$ cat src/rtl/fetch_pkg.sv
// Shared types and default constants for the instruction-fetch front end.
package fetch_pkg;

  typedef enum logic {
    BOOT = 1'b0,
    RUN  = 1'b1
  } fetch_state_t;

  localparam int DEF_STEP       = 4;
  localparam int DEF_ADDR_SHIFT = 2;

endpackage

$ cat src/rtl/next_pc_sel.sv
// Fixed-priority next fetch address mux: boot, mispredict, jump, stall, BTB, sequential.
// Purely combinational; the stall leg re-reads pc so memory data stays stable.
module next_pc_sel #(
  parameter int WIDTH = 31,
  parameter int STEP  = fetch_pkg::DEF_STEP
) (
  input  logic             boot,
  input  logic [WIDTH:0]   pc,
  input  logic             stall,
  input  logic             mispredict,
  input  logic [WIDTH:0]   correctPC,
  input  logic             jumpValid,
  input  logic [WIDTH:0]   jumpPC,
  input  logic             btbHit,
  input  logic [WIDTH:0]   btbTarget,
  output logic [WIDTH:0]   nextPC
);

  always_comb begin
    nextPC = pc + (WIDTH+1)'(STEP);
    if (boot)            nextPC = pc;
    else if (mispredict) nextPC = correctPC;
    else if (jumpValid)  nextPC = jumpPC;
    else if (stall)      nextPC = pc;
    else if (btbHit)     nextPC = btbTarget;
  end

endmodule

$ cat src/rtl/fetch_unit.sv
// Fetch front end: owns the PC, drives synchronous-read imem, one-cycle read latency, zero-bubble redirects.
// Stall holds every output by re-reading the current pc; redirects override stall and kill the current packet.
module fetch_unit
  import fetch_pkg::*;
#(
  parameter int          WIDTH      = 31,
  parameter logic [31:0] RESET_PC   = 32'h0,
  parameter int          STEP       = DEF_STEP,
  parameter int          ADDR_SHIFT = DEF_ADDR_SHIFT
) (
  input  logic           clk,
  input  logic           reset,
  input  logic           stall,
  input  logic           mispredict,
  input  logic [WIDTH:0] correctPC,
  input  logic           jumpValid,
  input  logic [WIDTH:0] jumpPC,
  input  logic           btbHit,
  input  logic [WIDTH:0] btbTarget,
  output logic [WIDTH:0] rAddress,
  input  logic [WIDTH:0] instr,
  output logic           fetchValid,
  output logic [WIDTH:0] fetchInstr,
  output logic [WIDTH:0] fetchPC,
  output logic [WIDTH:0] fetchSeqPC,
  output logic           fetchPredTaken
);

  fetch_state_t   state, state_next;
  logic [WIDTH:0] pc, nextPC;
  logic           validReg, valid_next;

  always_ff @(posedge clk or posedge reset) begin
    if (reset) begin
      state    <= BOOT;
      pc       <= (WIDTH+1)'(RESET_PC);
      validReg <= 1'b0;
    end else begin
      state    <= state_next;
      pc       <= nextPC;
      validReg <= valid_next;
    end
  end

  // BOOT lasts exactly one cycle; the packet becomes valid on the edge leaving it.
  always_comb begin
    state_next = state;
    valid_next = 1'b0;
    case (state)
      BOOT: begin
        state_next = RUN;
        valid_next = 1'b1;
      end
      RUN: begin
        state_next = RUN;
        valid_next = 1'b1;
      end
      default: begin
        state_next = BOOT;
        valid_next = 1'b0;
      end
    endcase
  end

  next_pc_sel #(
    .WIDTH (WIDTH),
    .STEP  (STEP)
  ) u_next_pc_sel (
    .boot       (state == BOOT),
    .pc         (pc),
    .stall      (stall),
    .mispredict (mispredict),
    .correctPC  (correctPC),
    .jumpValid  (jumpValid),
    .jumpPC     (jumpPC),
    .btbHit     (btbHit),
    .btbTarget  (btbTarget),
    .nextPC     (nextPC)
  );

  assign rAddress       = nextPC >> ADDR_SHIFT;
  assign fetchInstr     = instr;
  assign fetchPC        = pc;
  assign fetchSeqPC     = pc + (WIDTH+1)'(STEP);
  assign fetchValid     = validReg & ~mispredict & ~jumpValid;
  assign fetchPredTaken = btbHit & (state == RUN);

endmodule

$ cat config.mk
export PLATFORM = sky130hd
export DESIGN_NAME = fetch_unit
export DESIGN_NICKNAME = d
export VERILOG_FILES = /design/src/rtl/fetch_pkg.sv /design/src/rtl/next_pc_sel.sv /design/src/rtl/fetch_unit.sv
export SDC_FILE = /design/constraint.sdc
export NUM_CORES = 1
export LEC_CHECK = 0
export ABC_AREA = 1
export CELL_PAD_IN_SITES_DETAIL_PLACEMENT = 1
export CELL_PAD_IN_SITES_GLOBAL_PLACEMENT = 2
export CORE_MARGIN = 5
export CORE_UTILIZATION = 17
export CTS_CLUSTER_DIAMETER = 200
export CTS_CLUSTER_SIZE = 25
export DETAILED_ROUTE_END_ITERATION = 6
export PLACE_DENSITY = 0.95
export SYNTH_ARGS = -nofsm -noshare
export SYNTH_HDL_FRONTEND = slang
export SYNTH_SLANG_ARGS = --single-unit
$ cat constraint.sdc
create_clock -name clk -period 3.05 [get_ports clk]
set_clock_uncertainty 0.15 [all_clocks]
set_input_delay 0.61 -clock clk [delete_from_list [all_inputs] [get_ports clk]]
set_output_delay 0.61 -clock clk [all_outputs]
set_load 0.01 [all_outputs]
==> flow_metrics.env <==
export IMPL_num_rows=52
export IMPL_hold_slack_ps=404.4
export IMPL_cp_required_ps=2290
export IMPL_rr_startpoint="fetchPC[3]$_DFF_PP0_"
export IMPL_synth_async_reset_ratio=1.000
export IMPL_synth_area_um2=3540
export IMPL_min_period_ps=2930
export IMPL_yosysTopAreaCellShare=0.2333
export IMPL_slowest_stage="clkdlybuf4s50_1"
export IMPL_drive_gt1_frac=0.1588
export IMPL_clockBufferDepth=2
export IMPL_die_w_um=154.3
export IMPL_arrival_ps=2170
export IMPL_die_area_um2=23810
export IMPL_io_buffers=197
export IMPL_avgRoutedWirePerCell_um=18.17
export IMPL_synthCells=619
export IMPL_h_tree_depth=2
export IMPL_grt_pass1_wl_mm=30.47
export IMPL_cap_violations=0
export IMPL_cts_tree="done"
export IMPL_path_cells="ha_2 -> nand2_2 -> nor2_4 -> nand2_4 -> nor2_4 -> nand2_1 -> nand2_1 -> clkdlybuf4s50_1"
export IMPL_endpoint_kind="output port"
export IMPL_nNetsFinal=978
export IMPL_gp_congestion=0.7875
export IMPL_ant_nets=0
export IMPL_antenna_found_initial=1
export IMPL_endpoint="fetchSeqPC[18]"
export IMPL_io_pins=264
export IMPL_syn_to_final_growth_pct=79.32
export IMPL_final_hold_viol_count=0
export IMPL_synth_cell_types=29
export IMPL_hold_depth=2
export IMPL_worstSetupStartpointType="flop"
export IMPL_wl_mm=20.24
export IMPL_syn_area_per_cell_um2=5.718
export IMPL_hp_class="flop to flop"
export IMPL_ir_worst_vdd_uv=171.0
export IMPL_r2r_setup_slack_ps=1050
export IMPL_clk_latency_ps=290
export IMPL_clkTransAtPathRegs_ps=60
export IMPL_slew_viol_final=0
export IMPL_numCtsBuffers=5
export IMPL_layout_common_cells="clkdlybuf4s50_1, nand2_1, nor2_1"
export IMPL_cts_sinks=33
export IMPL_crit_family="simple AND/OR/NAND/NOR gates"
export IMPL_yosysTopAreaCell="dfrtp_1"
export IMPL_outcome="complete, no violations"
export IMPL_cts_root_buf="clkbuf_16"
export IMPL_cp_depth=8
export IMPL_rr_worst_depth=10
export IMPL_synth_edf_count=0
export IMPL_setup_viol=0
export IMPL_die_height_um=154.3
export IMPL_period_share=0.9605
export IMPL_powerDensity_nw_per_um2=346.6
export IMPL_vias=4931
export IMPL_path_buf_inv=1
export IMPL_drtPass1Iterations=4
export IMPL_cp_startpoint="fetchPC[3]$_DFF_PP0_"
export IMPL_setup_tns_ps=0
export IMPL_seq_area_frac_synth=0.2333
export IMPL_total_power_w=0.002200
export IMPL_yosysWarnings=0
export IMPL_grt_pass1_vias=5243
export IMPL_first_iter_violations=192
export IMPL_diodes=0
export IMPL_ys_flop_type="dfrtp_1"
export IMPL_mostFrequentLayoutCell="clkdlybuf4s50_1"
export IMPL_synthTopCellsByArea="dfrtp_1, nand2_1, nor2_1"
export IMPL_post_dp_hpwl_mm=16.44
export IMPL_path_max_fanout=5
export IMPL_drc_errors=0
export IMPL_grt_usage=0.1641
export IMPL_fmax_ghz=0.3413
export IMPL_core_um2=20360
export IMPL_overflow=0
export IMPL_r2r_end="fetchPC[16]$_DFF_PP0_"
export IMPL_critical_path_class="flop to output port"
export IMPL_slowest_delay_ps=550
export IMPL_p_leak_nw=2.883
export IMPL_grt_max_degree=26
export IMPL_start_util=0.1738
export IMPL_via_per_inst=4.426
export IMPL_ys_ff_latch=33
[worst register-to-register path: stages (launching register included)]
cell and delay, ps:
dfrtp_2 400, ha_2 190, nand2_2 80, nor2_4 170
buf_4 150, nand2_4 70, o21ai_0 170, nand2_1 110
o21ai_1 170, a21oi_2 90, buf_4 140
[layout make-up]
class / count / area, µm²
flip-flops and latches: 33 / 830.8
inverters: 49 / 186.4
repair buffers: 280 / 2626
multi-input cells: 474 / 2230
clock buffers: 8 / 136.4
well taps: 270 / 337.8
fillers: 2575 / 14020
[how the worst min path moves through the flow]
stage,start,end,slack [ps]
after floorplan,fetchPC[1]$_DFFE_PP0P_,fetchPC[1]$_DFFE_PP0P_,400
after global placement,fetchPC[1]$_DFFE_PP0P_,fetchPC[1]$_DFFE_PP0P_,380
after detailed placement,fetchPC[1]$_DFFE_PP0P_,fetchPC[1]$_DFFE_PP0P_,400
after CTS,fetchPC[1]$_DFFE_PP0P_,fetchPC[1]$_DFFE_PP0P_,420
after global routing,fetchPC[1]$_DFFE_PP0P_,fetchPC[1]$_DFFE_PP0P_,440
final,fetchPC[1]$_DFFE_PP0P_,fetchPC[1]$_DFFE_PP0P_,400
[kinds of logic after synthesis]
logic type	after synthesis	share of synthesized area
other	2	0.002122
and+or+nand+nor	347	0.4125
AOI/OAI and AO/OA	117	0.1725
buffers and inverters	113	0.1612
xor gates and xnor gates	6	0.01485
adders and majority gates	1	0.003534
DFF	33	0.2333
[layer usage]
layer | track usage | up-vias | share of wire
met5 | 0 | - | 0.00064
met4 | 0.03743 | 2 | 0.018
met3 | 0.05057 | 31 | 0.082
met2 | 0.2856 | 186 | 0.48
met1 | 0.1986 | 2311 | 0.42
li1 | - | 2401 | -
[power breakdown]
group	internal (W)	total (W)	switching (W)
Clock	0.000305	0.000515	0.000211
Combinational	0.000573	0.00113	0.000553
Sequential	0.000493	0.000559	0.0000657
[cells in the mapped netlist (2+ instances only)]
library cell	count
dfrtp_1	33
buf_2	9
nor2_2	5
nand3_1	59
inv_1	48
nor2_1	116
xor2_1	5
conb_1	2
o21ai_0	27
nand2_1	151
o21ai_1	5
buf_1	4
nand3b_1	2
buf_4	36
o211ai_1	2
clkbuf_1	15
nand2_2	5
a21oi_1	76
a211oi_1	5
nor2_4	5
[flip-flops by register name (all words and copies together), names as in the netlist]
name / cells
validReg: 1
fetchPC: 32
[per-stage QoR]
| stage | instances | util | cell area [µm²] | setup WS, ps |
|---|---|---|---|---|
| floorplan | 620 | - | 3543 | 629.2 |
| global placement | 1093 | 0.2972 | 6052 | -335.7 |
| detailed placement | 1093 | 0.2972 | 6052 | -405.8 |
| CTS | 1107 | 0.3090 | 6292 | -31.92 |
| global route | 1114 | 0.3117 | 6347 | -6.119 |
| finish | 1114 | 0.3117 | 6347 | 120.3 |
[timing repair]
item | CTS | global route
resized for setup | 62 | 33
setup endpoints to repair | 36 | 34
setup buffers | 5 | 7
hold buffers | 0 | 0
gates cloned | 1 | 0
pin swaps | 5 | 9
Note: power is estimated with default switching activity, not from simulation.
